===== config.mk =====
export PLATFORM = sky130hd
export DESIGN_NAME = seq_shift_add_mult_flat
export DESIGN_NICKNAME = d
export VERILOG_FILES = /design/src/rtl/seq_shift_add_mult_if.sv /design/src/rtl/seq_shift_add_mult.sv /design/src/flat_wrapper.sv
export SDC_FILE = /design/constraint.sdc
export NUM_CORES = 1
export LEC_CHECK = 0
export ABC_AREA = 1
export BUFFER_PORTS_ARGS = -buffer_cell sky130_fd_sc_hd__buf_2
export CAP_MARGIN = 10
export CORE_ASPECT_RATIO = 1.25
export CORE_MARGIN = 2
export CORE_UTILIZATION = 60
export DETAILED_ROUTE_END_ITERATION = 7
export GPL_TIMING_DRIVEN = 0
export PLACE_DENSITY = 0.87
export RECOVER_POWER = 50
export SLEW_MARGIN = 20
export SYNTH_ARGS = -nofsm -noshare
export SYNTH_HDL_FRONTEND = slang
export SYNTH_SLANG_ARGS = --single-unit

===== constraint.sdc =====
create_clock -name clk -period 4.45 [get_ports clk]
set_input_delay 0.6675 -clock clk [delete_from_list [all_inputs] [get_ports clk]]
set_output_delay 0.6675 -clock clk [all_outputs]
set_load 0.01 [all_outputs]

===== src/rtl/seq_shift_add_mult_if.sv =====
// rtl/seq_shift_add_mult_if.sv - operand/result handshake bundle for seq_shift_add_mult
//
// Purpose: groups the operand-side and result-side handshake signals of the
// sequential multiplier.
// Signals:
//   in_valid, in_ready   operand handshake
//   a, b, signed_mode    operands and per-operation signedness
//   out_valid, out_ready result handshake
//   p                    2*WIDTH-bit product
//   busy                 multiplier is in CALC or DONE
// Modports:
//   master - operand source / result consumer side
//   slave  - multiplier side
interface seq_shift_add_mult_if #(
    parameter int WIDTH = 4
);
    logic                 in_valid;
    logic                 in_ready;
    logic [WIDTH-1:0]     a;
    logic [WIDTH-1:0]     b;
    logic                 signed_mode;
    logic                 out_valid;
    logic                 out_ready;
    logic [2*WIDTH-1:0]   p;
    logic                 busy;

    modport master (
        output in_valid, a, b, signed_mode, out_ready,
        input  in_ready, out_valid, p, busy
    );

    modport slave (
        input  in_valid, a, b, signed_mode, out_ready,
        output in_ready, out_valid, p, busy
    );
endinterface


===== src/rtl/seq_shift_add_mult.sv =====
// rtl/seq_shift_add_mult.sv - sequential shift-and-add multiplier, signed/unsigned, valid/ready
//
// Purpose: multiplies two WIDTH-bit operands, retiring one multiplier bit per
// clock through a single 2*WIDTH-bit adder. Signed operands are converted to
// magnitudes on accept and the sign is reapplied when the result is loaded.
// Ports:
//   clk    system clock, rising edge
//   rst_n  synchronous active-low reset
//   bus    seq_shift_add_mult_if.slave (operand and result handshakes, busy)
module seq_shift_add_mult #(
    parameter int WIDTH = 4
) (
    input  logic                 clk,
    input  logic                 rst_n,
    seq_shift_add_mult_if.slave  bus
);
    localparam int PW    = 2 * WIDTH;
    localparam int CNT_W = $clog2(WIDTH);

    localparam logic [1:0] ST_IDLE = 2'd0;
    localparam logic [1:0] ST_CALC = 2'd1;
    localparam logic [1:0] ST_DONE = 2'd2;

    localparam logic [CNT_W-1:0] LAST_BIT = CNT_W'(WIDTH - 1);

    logic [1:0]       r_state;
    logic [PW-1:0]    r_mcand;      // multiplicand magnitude, pre-shifted by count
    logic [WIDTH-1:0] r_mplier;     // multiplier magnitude, bit[count] sits at bit 0
    logic [PW-1:0]    r_acc;
    logic [CNT_W-1:0] r_count;
    logic             r_neg;
    logic [PW-1:0]    r_p;
    logic             r_out_valid;

    logic [WIDTH-1:0] w_a_mag;
    logic [WIDTH-1:0] w_b_mag;
    logic [PW-1:0]    w_addend;
    logic [PW-1:0]    w_sum;
    logic [PW-1:0]    w_result;
    logic             w_last;

    // Two's-complement negation in WIDTH bits maps the most negative value
    // onto 2^(WIDTH-1), which is exactly its magnitude read as unsigned.
    assign w_a_mag  = (bus.signed_mode && bus.a[WIDTH-1]) ? (~bus.a + WIDTH'(1)) : bus.a;
    assign w_b_mag  = (bus.signed_mode && bus.b[WIDTH-1]) ? (~bus.b + WIDTH'(1)) : bus.b;

    // Shifting the operands instead of indexing by count keeps the datapath
    // to one adder with no barrel shifter or bit-select mux.
    assign w_addend = r_mplier[0] ? r_mcand : '0;
    assign w_sum    = r_acc + w_addend;
    assign w_result = r_neg ? (~w_sum + PW'(1)) : w_sum;
    assign w_last   = (r_count == LAST_BIT);

    always_ff @(posedge clk) begin
        if (!rst_n) begin
            r_state     <= ST_IDLE;
            r_mcand     <= '0;
            r_mplier    <= '0;
            r_acc       <= '0;
            r_count     <= '0;
            r_neg       <= 1'b0;
            r_p         <= '0;
            r_out_valid <= 1'b0;
        end else begin
            case (r_state)
                ST_IDLE: begin
                    if (bus.in_valid) begin
                        r_mcand  <= {{WIDTH{1'b0}}, w_a_mag};
                        r_mplier <= w_b_mag;
                        r_neg    <= bus.signed_mode & (bus.a[WIDTH-1] ^ bus.b[WIDTH-1]);
                        r_acc    <= '0;
                        r_count  <= '0;
                        r_state  <= ST_CALC;
                    end
                end
                ST_CALC: begin
                    r_acc    <= w_sum;
                    r_mcand  <= r_mcand << 1;
                    r_mplier <= r_mplier >> 1;
                    r_count  <= r_count + CNT_W'(1);
                    if (w_last) begin
                        r_p         <= w_result;
                        r_out_valid <= 1'b1;
                        r_state     <= ST_DONE;
                    end
                end
                ST_DONE: begin
                    // p is left untouched on release so the consumer can
                    // still read it after the handshake.
                    if (bus.out_ready) begin
                        r_out_valid <= 1'b0;
                        r_state     <= ST_IDLE;
                    end
                end
                default: begin
                    r_state <= ST_IDLE;
                end
            endcase
        end
    end

    assign bus.in_ready  = (r_state == ST_IDLE);
    assign bus.busy      = (r_state != ST_IDLE);
    assign bus.out_valid = r_out_valid;
    assign bus.p         = r_p;
endmodule


===== src/flat_wrapper.sv =====
// flat-port wrapper written by rule: the top's interface ports become plain ports
module seq_shift_add_mult_flat 
#(
    parameter int WIDTH = 4
)
  (clk, rst_n, bus_in_valid, bus_a, bus_b, bus_signed_mode, bus_out_ready, bus_in_ready, bus_out_valid, bus_p, bus_busy);
  seq_shift_add_mult_if #(.WIDTH(WIDTH)) bus_i ();
  input  logic clk;
  input  logic rst_n;
  input wire logic [$bits(bus_i.in_valid)-1:0] bus_in_valid;
  input wire logic [$bits(bus_i.a)-1:0] bus_a;
  input wire logic [$bits(bus_i.b)-1:0] bus_b;
  input wire logic [$bits(bus_i.signed_mode)-1:0] bus_signed_mode;
  input wire logic [$bits(bus_i.out_ready)-1:0] bus_out_ready;
  output wire logic [$bits(bus_i.in_ready)-1:0] bus_in_ready;
  output wire logic [$bits(bus_i.out_valid)-1:0] bus_out_valid;
  output wire logic [$bits(bus_i.p)-1:0] bus_p;
  output wire logic [$bits(bus_i.busy)-1:0] bus_busy;
  assign bus_i.in_valid = bus_in_valid;
  assign bus_i.a = bus_a;
  assign bus_i.b = bus_b;
  assign bus_i.signed_mode = bus_signed_mode;
  assign bus_i.out_ready = bus_out_ready;
  assign bus_in_ready = bus_i.in_ready;
  assign bus_out_valid = bus_i.out_valid;
  assign bus_p = bus_i.p;
  assign bus_busy = bus_i.busy;
  seq_shift_add_mult #(.WIDTH(WIDTH)) u_core (.clk(clk), .rst_n(rst_n), .bus(bus_i));
endmodule

---- Yosys cells after proc, flatten, opt, wreduce, memory -nomap -nowiden ----
Cells that the tools add are included.
storage, ports and cells
  register bits ........................... 34
  input bits .............................. 13
  output and inout port bits .............. 11
  word-level logic and storage cells ...... 54
cells by class
  add/sub/neg operators ................... 5
  equality and inequality tests ........... 6
  multiplexer cells ....................... 19
  bitwise gates (word level) .............. 5
  reduce and logical (&&, ||, !) cells .... 11
operators with widths
  kind                                                   count
  two-way mux 8 bit                                      4
  one-hot mux 8 bit (2 select lines)                     2
  two-way mux 4 bit                                      3
  adder 4 x 1 -> 4 bit, second input constant            2
  adder 8 x 1 -> 8 bit, second input constant            1
  adder 8 bit                                            1
  two-way mux 2 bit                                      4
  inverter 4 bit                                         2
  inverter 8 bit                                         1
  one-hot mux 4 bit (2 select lines)                     1
  one-hot mux 2 bit (3 select lines)                     1
  AND reduction 2 bit                                    3
  AND reduction 3 bit                                    2
  nonzero test 2 bit                                     3
  == test 2 bit, second input constant                   2
  inequality test 2 bit, second input constant           2
  one-hot mux 2 bit (2 select lines)                     1
  adder 2 x 1 -> 2 bit, second input constant            1
  == test 2 x 1 -> 1 bit, second input constant          1
  logical AND 1 bit                                      2
  logical NOT 2 bit                                      1
  two-way mux 1 bit                                      2
  inequality test 2 x 1 -> 1 bit, second input constant  1
  one-hot mux 1 bit (2 select lines)                     1
  other kinds (2)                                        2

---- Logic depth before layout (Yosys ltp) ----
Gate-level depths: netlist of the first run.
  depth after elaboration ................. 5
  depth in mapped cells ................... 17
  depth with buffers taken out ............ 16

---- Least setup slack after synthesis of the first run ----
Ideal clock, no wire load.
  path type ............................... register to register
  from .................................... register u_core.r_mplier[0]
  to ...................................... register u_core.r_p[6] (netlist: u_core.bus.p[6])
  setup time .............................. 0.109 ns
  data arrival time ....................... 1.980 ns
  data required time ...................... 4.341 ns
  slack ................................... 2.361 ns
  cell stages (with the launch flop) ...... 17
  path buffers ............................ 1
  clock period less this slack ............ 2.089 ns
  cell sequence ........................... dfxtp_1 > buf_4 > nand2_1 > inv_1 > ha_1 > fa_1 > inv_1 > ha_1 > inv_1 > nor2_1 > nand3_1 > nor2_1 > nand2_1 > nand3_1 > nand3_1 > nand2_1 > inv_1
between the ends
  cells in the longest elaborated chain, start to end .. 5
ends and longest elaborated chain
  what                    RTL line                  text
  from (decl)             seq_shift_add_mult.sv:28  logic [WIDTH-1:0] r_mplier;
  from (signal assigned)  seq_shift_add_mult.sv:69  r_mplier <= w_b_mag;
  from (signal assigned)  seq_shift_add_mult.sv:79  r_mplier <= r_mplier >> 1;
  two-way mux 8 bit *     seq_shift_add_mult.sv:49  assign w_addend = r_mplier[0] ? r_mcand : '0;
  adder 8 bit *           seq_shift_add_mult.sv:50  assign w_sum = r_acc + w_addend;
  inverter 8 bit          seq_shift_add_mult.sv:51  assign w_result = r_neg ? (~w_sum + PW'(1)) : w_sum;
  adder 8 x 1 -> 8 bit    seq_shift_add_mult.sv:51
  two-way mux 8 bit *     seq_shift_add_mult.sv:51
  to (signal assigned)    seq_shift_add_mult.sv:82  r_p <= w_result;
  to (decl)               seq_shift_add_mult.sv:32  logic [PW-1:0] r_p;
Every way passes the cells marked *; elsewhere a longest branch is shown, timed or not.
A chain may end at the register's enable or synchronous reset.

---- Worst setup path after layout of the first run ----
Same ends and word-level chain as after synthesis.

==> flow_summary_export.csv, run 1 <==
group,metric,value,unit
synthesis,syn_area_per_cell,6.87,um2
routing,via_count,1893,
setup_path,worst_setup_path_end_kind,"register",
worst_hold_path,hold_class,"reg -> reg",
global_routing,antenna_found_initial,0,
die,die_w,55.4,um
die,die_h,68.3,um
routing,maxUsedRoutingLayer,"met4",
layout,multi_input_area,1090,um2
setup_path,path_buf_inv,5,
global_routing,grt_max_degree,11,
synthesis,synth-edff-count,0,
die,start_util,62.1,%
setup_path,slowest_delay,0.49,ns
setup_path,required,4.65,ns
layout,final_nets,343,
layout,final_cell_mix,"nand2_1, inv_1, dfxtp_1",
power,p_switching,0.163,mW
global_routing,gr-total-overflow,0,
synthesis,synth_simple_gate_area_share,30.2,%
synthesis,seq_area_frac_synth,34.3,%
synthesis,yosysWarnings,0,
power,p_per_area,278,nW/um2
layout,regArea,681,um2
sta,slew_headroom,63.4,%
synthesis,synth_cell_types,31,
clocking,clock_sinks,34,
global_routing,grt_usage,24.6,%
power,clockPowerShare,35.6,%
synthesis,synthCells,289,
sta,fmax,0.433,GHz
setup_path,slowest_stage,"fa_1",
sta,clock_skew,0.00473,ns
setup_path,critPathMaxFanout,9,
global_routing,grt_pass1_vias,1755,
power,p_int,0.445,mW
power,leakagePower,1.05,nW
sta,min_period,2.31,ns
clocking,clkLatencyLatePin,0.29,ns
layout,diodes,0,
layout,final_common_cell,"nand2_1",
power,seqPwrFrac,52.2,%
setup_path,cpMostUsedCell,"inv_1",
sta,worst_slew_pin_slew,0.550,ns
synthesis,synth-main-ff-cell,"dfxtp_1",
sta,hold_violations,0,
placement,port_buffers,22,
setup_path,crit_arrival,2.50,ns
synthesis,synth-seq-cells,34,
status,status,"complete, no violations",
die,coreArea,3190,um2
placement,gp_congestion,0.834,
routing,wl_met3,156,um
die,dieArea,3790,um2
clocking,hold_buffers,0,
clocking,clk_pin_slew_worst_paths,0.07,ns
global_routing,grt_pass1_wl,7290,um
layout,syn_to_final_growth,10.2,%
synthesis,synth_area,1980,um2
clocking,cts_tree,"yes",
synthesis,synth_top_family_by_area,"simple AND/OR/NAND/NOR gates",
routing,dr.pass1.iters,5,
clocking,ctsHtreeMaxLevel,2,
routing,dr.first_iter.drc_count,68,
synthesis,syn-num-nets,314,
die,io_pins,24,
die,rows,23,
setup_path,crit_family,"adder cells",
layout,drive_gt1_share,10.4,%
sta,fin_setup_tns,0,ns
routing,drt-met1-wl,1760,um
routing,drc,0,
synthesis,synth_xor_area_share,2.21,%
clocking,post_cts_resized,0,
sta,post-route-period-util,51.9,%
sta,slew_violations,0,
sta,rsz0062_at_grt,"false",
power,power,0.608,mW
layout,post-route-util,68.4,%
clocking,numCtsBuffers,5,
job,cap_violations,0,
routing,drt-total-wl,4240,um
clocking,post_cts_buffers,0,
setup_path,path_class,"reg -> reg",
power,combPwrFrac,12.2,%
setup_path,crit_chain,"buf_4 > nand2_1 > inv_1 > ha_1 > fa_1 > inv_1 > ha_1 > inv_1 > nor2_1 > nand3_1 > nor2_1 > nand2_1 > nand3_1 > nand3_1 > nand2_1 > inv_1",
clocking,root_buffer,"clkbuf_8",
routing,ant_nets,0,
placement,dp_hpwl,3210,um
setup_path,startpoint_type,"register",
routing,vias_per_cell,5.33,
clocking,cts_buffer_depth,2,
synthesis,async_flop_share,0,%
synthesis,synth_mux_area_share,0,%
layout,fill_cells,280,
synthesis,synthAdderAreaFrac,7.94,%
synthesis,synth_compound_area_share,15.4,%
power,peakVddDrop,214,uV
routing,wl_per_cell,11.9,um
routing,wl_met2,2230,um
power,switching_share,26.9,%
sta,finalSetupViolCount,0,
==> synth_stat cells (2+ instances only) <==
library cell	instances	share of area, %
o21a_1	2	0.76
nand2_2	5	1.6
buf_4	4	1.5
nor2_4	3	1.7
nor2_1	9	1.7
nor2_2	3	0.95
nand3b_1	2	0.76
nand2_1	93	18
inv_1	36	6.8
nand3_1	15	3.8
xor2_1	5	2.2
dfxtp_1	34	34
ha_1	11	6.9
o31ai_1	2	0.76
nand3_2	2	1.0
a21oi_1	29	7.3
clkbuf_1	4	0.76
a31oi_1	7	2.2
o21ai_0	11	2.8
==> flip-flops by register name (all words and copies together) (netlist names) <==
signal and cells:
u_core.r_mplier 4, u_core.bus.p 8, u_core.r_count 2, u_core.r_acc 8, u_core.r_neg 1, u_core.r_mcand 8
u_core.r_state 2, u_core.bus.out_valid 1
==> worst paths after layout <==
path	startpoint	to	slack [ns]	cells after the start
worst max-delay path	u_core.r_mplier[0]	u_core.bus.p[6]	2.14	16
worst min-delay path	u_core.bus.out_valid	u_core.bus.out_valid	0.46	2
worst max register to register	u_core.r_mplier[0]	u_core.bus.p[6]	2.14	16
worst min register to register	u_core.bus.out_valid	u_core.bus.out_valid	0.46	2
==> worst reg2reg max path, delay by kind of cell (launching register included) <==
family	cells	cell delay, ns
adders and majority gates	3	0.87
buffers and inverters	5	0.40
DFF	1	0.30
and+or+nand+nor	8	0.65
==> cells by family (layout without fill, tap and decap cells) <==
family,count (synthesis),in the layout
flip-flops,34,34
XOR/XNOR,5,5
buffers and inverters,48,77
AO/OA/AOI/OAI,55,55
adder cells (fa/ha/maj),12,12
AND/OR/NAND/NOR,135,135
==> layer usage <==
| metal | vias to the layer above | global-route usage (%) |
|---|---|---|
| li1 | 979 | - |
| met1 | 863 | 24.9 |
| met2 | 42 | 48.8 |
| met3 | 9 | 4.73 |
| met4 | 0 | 11.6 |
| met5 | - | 0 |
==> metrics by stage <==
| stage | setup WS, ns | hold slack (ns) | area [um2] | instances |
|---|---|---|---|---|
| 6_report | 2.14 | 0.461 | 2190 | 355 |
| 5_1_grt | 1.89 | 0.486 | 2190 | 355 |
| 4_1_cts | 2.16 | 0.460 | 2220 | 355 |
| 3_5_place_dp | 2.15 | 0.450 | 2140 | 348 |
| 3_3_place_gp | 2.21 | 0.451 | 2140 | 348 |
| 2_1_floorplan | 2.36 | 0.439 | 1980 | 289 |
==> final cells by class <==
type	count	share of cell area (%)
Buffer	10	2.12
Multi-Input combinational cell	207	50.1
Inverter	38	6.53
Clock buffer	7	3.49
Timing Repair Buffer	22	4.52
Tap cell	37	2.12
Sequential cell	34	31.1
==> power by group through the flow <==
stage                     Clock [mW]  Combinational [mW]  Sequential (mW)
final                          0.217              0.0741            0.318
after global routing           0.230              0.0845            0.318
after CTS                      0.219              0.0780            0.318
after detailed placement           0              0.0777            0.324
after global placement             0              0.0756            0.324
after floorplan                    0              0.0552            0.323
No activity file was read; power rests on OpenSTA's default activity.
==> run 2: changes to the inputs <==
--- a/config.mk
+++ b/config.mk
@@ -10,10 +10,10 @@
 export CAP_MARGIN = 10
 export CORE_ASPECT_RATIO = 1.25
 export CORE_MARGIN = 2
-export CORE_UTILIZATION = 60
+export CORE_UTILIZATION = 52
 export DETAILED_ROUTE_END_ITERATION = 7
 export GPL_TIMING_DRIVEN = 0
-export PLACE_DENSITY = 0.87
+export PLACE_DENSITY = 0.8
 export RECOVER_POWER = 50
 export SLEW_MARGIN = 20
 export SYNTH_ARGS = -nofsm -noshare
==> constraint.sdc (replaced) <==
create_clock -name clk -period 2.1 [get_ports clk]
set_input_delay 0.315 -clock clk [delete_from_list [all_inputs] [get_ports clk]]
set_output_delay 0.315 -clock clk [all_outputs]
set_load 0.01 [all_outputs]
==> run 2 against run 1 <==
Against the previous run: first-iteration DRC count fell by 38%; setup slack got worse by 2.1 ns; via count grew 2.5%; clock power up 110%; utilization fell by 6.4 points; sequential power increased by 110%.
==> flow_summary_export.csv, run 2 (same netlist as run 1, synthesis figures left out) <==
group,metric,value,unit
die,rows,25,
placement,dp.cells,351,
sta,min_period,2.07,ns
clocking,cts_buffer_depth,2,
status,status,"complete, no violations",
setup_path,rr_startpoint,"u_core.r_mplier[0]",
die,die_h,73.1,um
sta,worst_slew_pin_slew,0.585,ns
layout,syn_to_final_growth,16.4,%
layout,drive_gt1_share,16.5,%
job,cap_violations,0,
setup_path,startpoint,"u_core.r_mplier[0]",
setup_path,startpoint_type,"register",
sta,hold_violations,0,
global_routing,grt_pass1_wl,7220,um
power,power,1.30,mW
global_routing,grt_usage,21.4,%
die,io_pins,24,
clocking,cts_tree,"yes",
placement,gp_congestion,0.835,
sta,fin_setup_tns,0,ns
setup_path,critPathMaxFanout,3,
setup_path,crit_chain,"nand2_2 > inv_2 > ha_4 > fa_2 > inv_2 > ha_4 > buf_4 > o21ai_0 > nand3_1 > o211ai_1 > inv_1",
die,dieArea,4330,um2
setup_path,worst_setup_path_end_kind,"register",
routing,dr.first_iter.drc_count,42,
global_routing,grt_max_degree,11,
setup_path,r2r_setup_slack,0.03,ns
setup_path,crit_arrival,2.25,ns
setup_path,slowest_delay,0.56,ns
placement,dp_hpwl,3100,um
sta,finalSetupViolCount,0,
power,leakagePower,1.07,nW
layout,fin_cells,361,
die,start_util,53.3,%
clocking,clkLatencyLatePin,0.29,ns
worst_hold_path,holdPathStages,3,
sta,fmax,0.483,GHz
die,die_w,59.3,um
routing,ant_nets,0,
sta,whs,0.294,ns
layout,final_nets,346,
layout,final_cell_mix,"nand2_1, inv_1, dfxtp_1",
worst_hold_path,hold_class,"in -> reg",
clocking,root_buffer,"clkbuf_8",
layout,diodes,0,
sta,post-route-period-util,98.6,%
routing,drt-total-wl,4230,um
clocking,clock_sinks,34,
setup_path,reg2reg_to,"u_core.bus.p[2]",
setup_path,crit_family,"adder cells",
clocking,clk_pin_slew_worst_paths,0.06,ns
setup_path,required,2.28,ns
sta,slew_headroom,61.0,%
routing,drc,0,
setup_path,path_buf_inv,4,
power,p_per_area,561,nW/um2
routing,vias_per_cell,5.37,
global_routing,grt_pass1_vias,1778,
sta,rsz0062_at_grt,"true",
setup_path,path_class,"reg -> reg",
layout,final_common_cell,"nand2_1",
die,coreArea,3720,um2
power,peakVddDrop,601,uV
sta,clock_skew,0.00635,ns
setup_path,cp.depth,11,
setup_path,r2r_cells,11,
global_routing,gr-total-overflow,0,
placement,port_buffers,22,
routing,via_count,1940,
routing,dr.pass1.iters,4,
clocking,numCtsBuffers,5,
routing,wl_per_cell,11.7,um
setup_path,endpoint,"u_core.bus.p[2]",
sta,slew_violations,0,
global_routing,antenna_found_initial,0,
setup_path,slowest_stage,"fa_2",
clocking,ctsHtreeMaxLevel,2,
[run 2: changes by cell type in the layout (fill, tap and decap cells not counted), moves of 3 or more]
cell | before | now
inv_1 | 37 | 34
ha_1 | 11 | 7
buf_4 | 2 | 6
ha_4 | 0 | 4
[run 2: worst min-delay path by stage]
stage                         start              endpoint
6_report                   bus_a[0]     u_core.r_mcand[0]
5_1_grt                    bus_a[0]     u_core.r_mcand[0]
4_1_cts                    bus_a[0]     u_core.r_mcand[0]
3_5_place_dp   u_core.bus.out_valid  u_core.bus.out_valid
3_3_place_gp   u_core.bus.out_valid  u_core.bus.out_valid
2_1_floorplan     u_core.r_mcand[7]     u_core.r_mcand[7]
[run 2: area by class of cell]
cell class              instances  area [um2]
plain buffers                   9        42.5
well taps                      40        50.0
clock buffers                   7        76.3
fillers                       369        1410
flip-flops and latches         34         686
multi-input cells             207        1180
inverters                      38         145
repair buffers                 26         128
[run 2: what timing repair did]
action	CTS	global route
hold buffers	0	0
resized for setup	10	14
cloned	0	0
pin swaps	8	13
endpoints found under the setup margin	5	5
buffers inserted	4	0
[run 2: tightest hold or removal path, cell delays in order]
cell and delay [ns]:
buf_2 0.11, nand2_1 0.06, a21oi_1 0.05
[run 2: metrics by stage]
step           utilization, %  instance area [um2]  setup slack (ns)
2_1_floorplan               -                 1980            0.0108
3_3_place_gp             57.6                 2140            -0.131
6_report                 62.1                 2310            0.0286
3_5_place_dp             57.6                 2140            -0.169
5_1_grt                  62.1                 2310           -0.0526
4_1_cts                  61.1                 2270           0.00715
[run 2: power breakdown]
group          total [mW]  internal [mW]  switching (mW)  leakage (nW)
clock               0.452          0.228           0.224        0.0383
sequential          0.674          0.663          0.0115         0.277
combinational       0.169         0.0599           0.109         0.752
total                1.30          0.951           0.345          1.07
[run 2: per-layer routing]
metal / GRT usage [%] / routed length (um) / vias to the layer above
met4: 9.09 / 104 / 0
met2: 38.3 / 2190 / 40
li1: - / - / 993
met3: 4.79 / 154 / 10
met1: 23.7 / 1790 / 897
met5: 0 / 0 / -
==> run 3: changes to the inputs <==
--- a/config.mk
+++ b/config.mk
@@ -5,15 +5,14 @@
 export SDC_FILE = /design/constraint.sdc
 export NUM_CORES = 1
 export LEC_CHECK = 0
-export ABC_AREA = 1
 export BUFFER_PORTS_ARGS = -buffer_cell sky130_fd_sc_hd__buf_2
 export CAP_MARGIN = 10
 export CORE_ASPECT_RATIO = 1.25
 export CORE_MARGIN = 2
-export CORE_UTILIZATION = 52
+export CORE_UTILIZATION = 51
 export DETAILED_ROUTE_END_ITERATION = 7
 export GPL_TIMING_DRIVEN = 0
-export PLACE_DENSITY = 0.8
+export PLACE_DENSITY = 0.79
 export RECOVER_POWER = 50
 export SLEW_MARGIN = 20
 export SYNTH_ARGS = -nofsm -noshare
==> constraint.sdc (replaced) <==
create_clock -name clk -period 2.1 [get_ports clk]
set_input_delay 0.105 -clock clk [delete_from_list [all_inputs] [get_ports clk]]
set_output_delay 0.105 -clock clk [all_outputs]
set_load 0.01 [all_outputs]
==> run 3 against run 2 <==
Against the previous run: the flow now finishes with violations (negative setup slack); largest cell class unchanged; synthesized area is 5.9% lower; total power increased by 3.0%; critical path depth shrank 2; design area is 0.70% higher; critical endpoint is now u_core.bus.p[7]; clock skew about the same; register-to-register slack got worse by 0.27 ns.
==> flow_summary_export.csv, run 3 <==
group,metric,value,unit
routing,dr.first_iter.drc_count,78,
synthesis,syn_area_per_cell,7.95,um2
layout,diodes,0,
routing,dr.pass1.iters,4,
routing,via_count,1735,
power,leakagePower,0.902,nW
die,dieArea,4170,um2
job,cap_violations,0,
routing,wl_per_cell,13.9,um
placement,place_area,2060,um2
die,coreArea,3510,um2
sta,finalSetupViolCount,7,
worst_hold_path,hp-start,"bus_a[0]",
sta,post-route-period-util,112,%
synthesis,synth_top_area_share,36.4,%
synthesis,yosysWarnings,0,
synthesis,synth.most_common_cell,"dfxtp_1",
clocking,clock_sinks,34,
routing,ant_nets,0,
sta,hold_violations,0,
placement,dp_hpwl,2980,um
setup_path,crit_arrival,2.56,ns
worst_hold_path,hold_end,"u_core.r_mcand[0]",
synthesis,synth_area_leaders,"dfxtp_1, a21oi_1, ha_1",
synthesis,synthCells,235,
setup_path,crit_family,"compound AO/OA/AOI/OAI gates",
die,die_w,58.1,um
sta,rsz0062_at_grt,"true",
global_routing,gr-total-overflow,0,
global_routing,grt_max_degree,12,
layout,final_cell_mix,"dfxtp_1, nand2_1, a21oi_1",
power,p_per_area,574,nW/um2
synthesis,synth-edff-count,0,
global_routing,grtUsageMet1,27.3,%
worst_hold_path,holdPathStages,3,
clocking,ctsHtreeMaxLevel,2,
global_routing,globalRouteMet2Util,38.9,%
power,peakVddDrop,570,uV
setup_path,critPathMaxFanout,6,
setup_path,rr_startpoint,"u_core.r_mplier[0]",
clocking,clkLatencyLatePin,0.29,ns
synthesis,synth_area,1870,um2
layout,design_area,2330,um2
global_routing,antenna_found_initial,0,
placement,port_buffers,23,
global_routing,top_usage_layer,"met2",
sta,min_period,2.34,ns
global_routing,met3_usage,6.50,%
sta,clock_skew,0.00617,ns
placement,gp_congestion,0.787,
synthesis,synth_cell_types,35,
synthesis,synth-seq-cells,34,
global_routing,grt_pass1_wl,7380,um
status,violations,"negative setup slack",
setup_path,reg2reg_to,"u_core.bus.p[7]",
clocking,numCtsBuffers,5,
synthesis,syn-num-nets,260,
synthesis,synth_area_leader_cell,"dfxtp_1",
synthesis,async_flop_share,0,%
die,start_util,53.2,%
routing,drc,0,
setup_path,path_class,"reg -> reg",
setup_path,startpoint,"u_core.r_mplier[0]",
setup_path,r2r_setup_slack,-0.24,ns
routing,drt-total-wl,4330,um
clocking,cts_buffer_depth,2,
setup_path,slowest_delay,0.43,ns
die,rows,24,
clocking,root_buffer,"clkbuf_8",
setup_path,r2r_cells,9,
synthesis,synth-main-ff-cell,"dfxtp_1",
die,io_pins,24,
status,status,"finished with violations",
die,die_h,71.7,um
setup_path,startpoint_type,"register",
global_routing,grt_pass1_vias,1647,
clocking,clk_pin_slew_worst_paths,0.07,ns
layout,syn_to_final_growth,24.5,%
sta,worst_slew_pin_slew,0.569,ns
sta,fmax,0.427,GHz
setup_path,path_buf_inv,0,
setup_path,worst_setup_path_end_kind,"register",
synthesis,netlist_top_cells_count,"dfxtp_1, nand2_1, a21oi_1",
sta,setup_ws,-0.243,ns
setup_path,slowest_stage,"a2111o_1",
setup_path,crit_chain,"and2_4 > ha_4 > fa_2 > a211oi_2 > o21bai_1 > a21oi_2 > xor2_2 > a2111o_1 > o211ai_1",
routing,vias_per_cell,5.58,
power,power,1.33,mW
layout,final_nets,296,
layout,final_common_cell,"dfxtp_1",
sta,slew_violations,0,
setup_path,required,2.32,ns
layout,drive_gt1_share,20.2,%
setup_path,cp.depth,9,
clocking,cts_tree,"yes",
global_routing,grt_usage,23.1,%
sta,slew_headroom,62.1,%
synthesis,seq_area_frac_synth,36.4,%
worst_hold_path,hold_class,"in -> reg",
## run 3: timing repair
action / 4_1_cts / 5_1_grt
gates resized for setup: 15 / 9
endpoints found under the setup margin: 6 / 9
pin swaps: 15 / 7
setup buffers: 5 / 1
hold buffers: 0 / 0
## run 3: area by class of cell
type | instances | area (um2)
fillers | 320 | 1190
clock buffers | 6 | 82.6
plain buffers | 11 | 41.3
flip-flops and latches | 34 | 684
clock inverters | 2 | 12.5
repair buffers | 29 | 143
inverters | 10 | 37.5
well taps | 39 | 48.8
multi-input cells | 180 | 1280
## run 3: worst max path at each step
stage	to	slack (ns)
floorplan	u_core.bus.p[7]	-0.09
global placement	u_core.bus.p[7]	-0.28
detailed placement	u_core.bus.p[7]	-0.30
CTS	u_core.bus.p[6]	-0.22
global route	u_core.bus.p[7]	-0.33
finish	u_core.bus.p[7]	-0.24
## run 3: metal layers
metal | routed length [um] | vias up
li1 | - | 886
met1 | 1880 | 798
met2 | 2170 | 44
met3 | 198 | 7
met4 | 80 | 0
met5 | 0 | -
## run 3: power by group
group	total (mW)	switching, mW	internal [mW]	leakage, nW
combinational	0.146	0.0945	0.0513	0.579
sequential	0.673	0.0129	0.660	0.276
clock	0.516	0.253	0.263	0.0472
## run 3: through the flow
| stage | setup TNS, ns | instances | util, % | setup slack [ns] | hold WS [ns] |
|---|---|---|---|---|---|
| after floorplan | -0.194 | 235 | - | -0.0916 | 0.227 |
| after CTS | -0.662 | 310 | 65.4 | -0.224 | 0.0665 |
| after detailed placement | -1.39 | 297 | 58.5 | -0.302 | 0.380 |
| after global placement | -1.20 | 297 | 58.5 | -0.275 | 0.373 |
| after global routing | -1.62 | 311 | 66.2 | -0.329 | 0.0802 |
| final | -0.821 | 311 | 66.2 | -0.243 | 0.0700 |
## run 3: cell families after synthesis
kind of cell / Yosys count / synth area share (%)
AND/OR/NAND/NOR: 94 / 22.8
AO/OA/AOI/OAI: 58 / 20.5
flip-flops: 34 / 36.4
buffers and inverters: 21 / 4.22
XOR/XNOR: 15 / 7.03
adder cells (fa/ha/maj): 12 / 8.44
multiplexers: 1 / 0.536
## run 3: worst register-to-register path: stages (launching register included)
cell and delay [ns]:
dfxtp_4 0.37, and2_4 0.14, ha_4 0.15, fa_2 0.38
a211oi_2 0.26, o21bai_1 0.12, a21oi_2 0.21, xor2_2 0.12
a2111o_1 0.43, o211ai_1 0.09
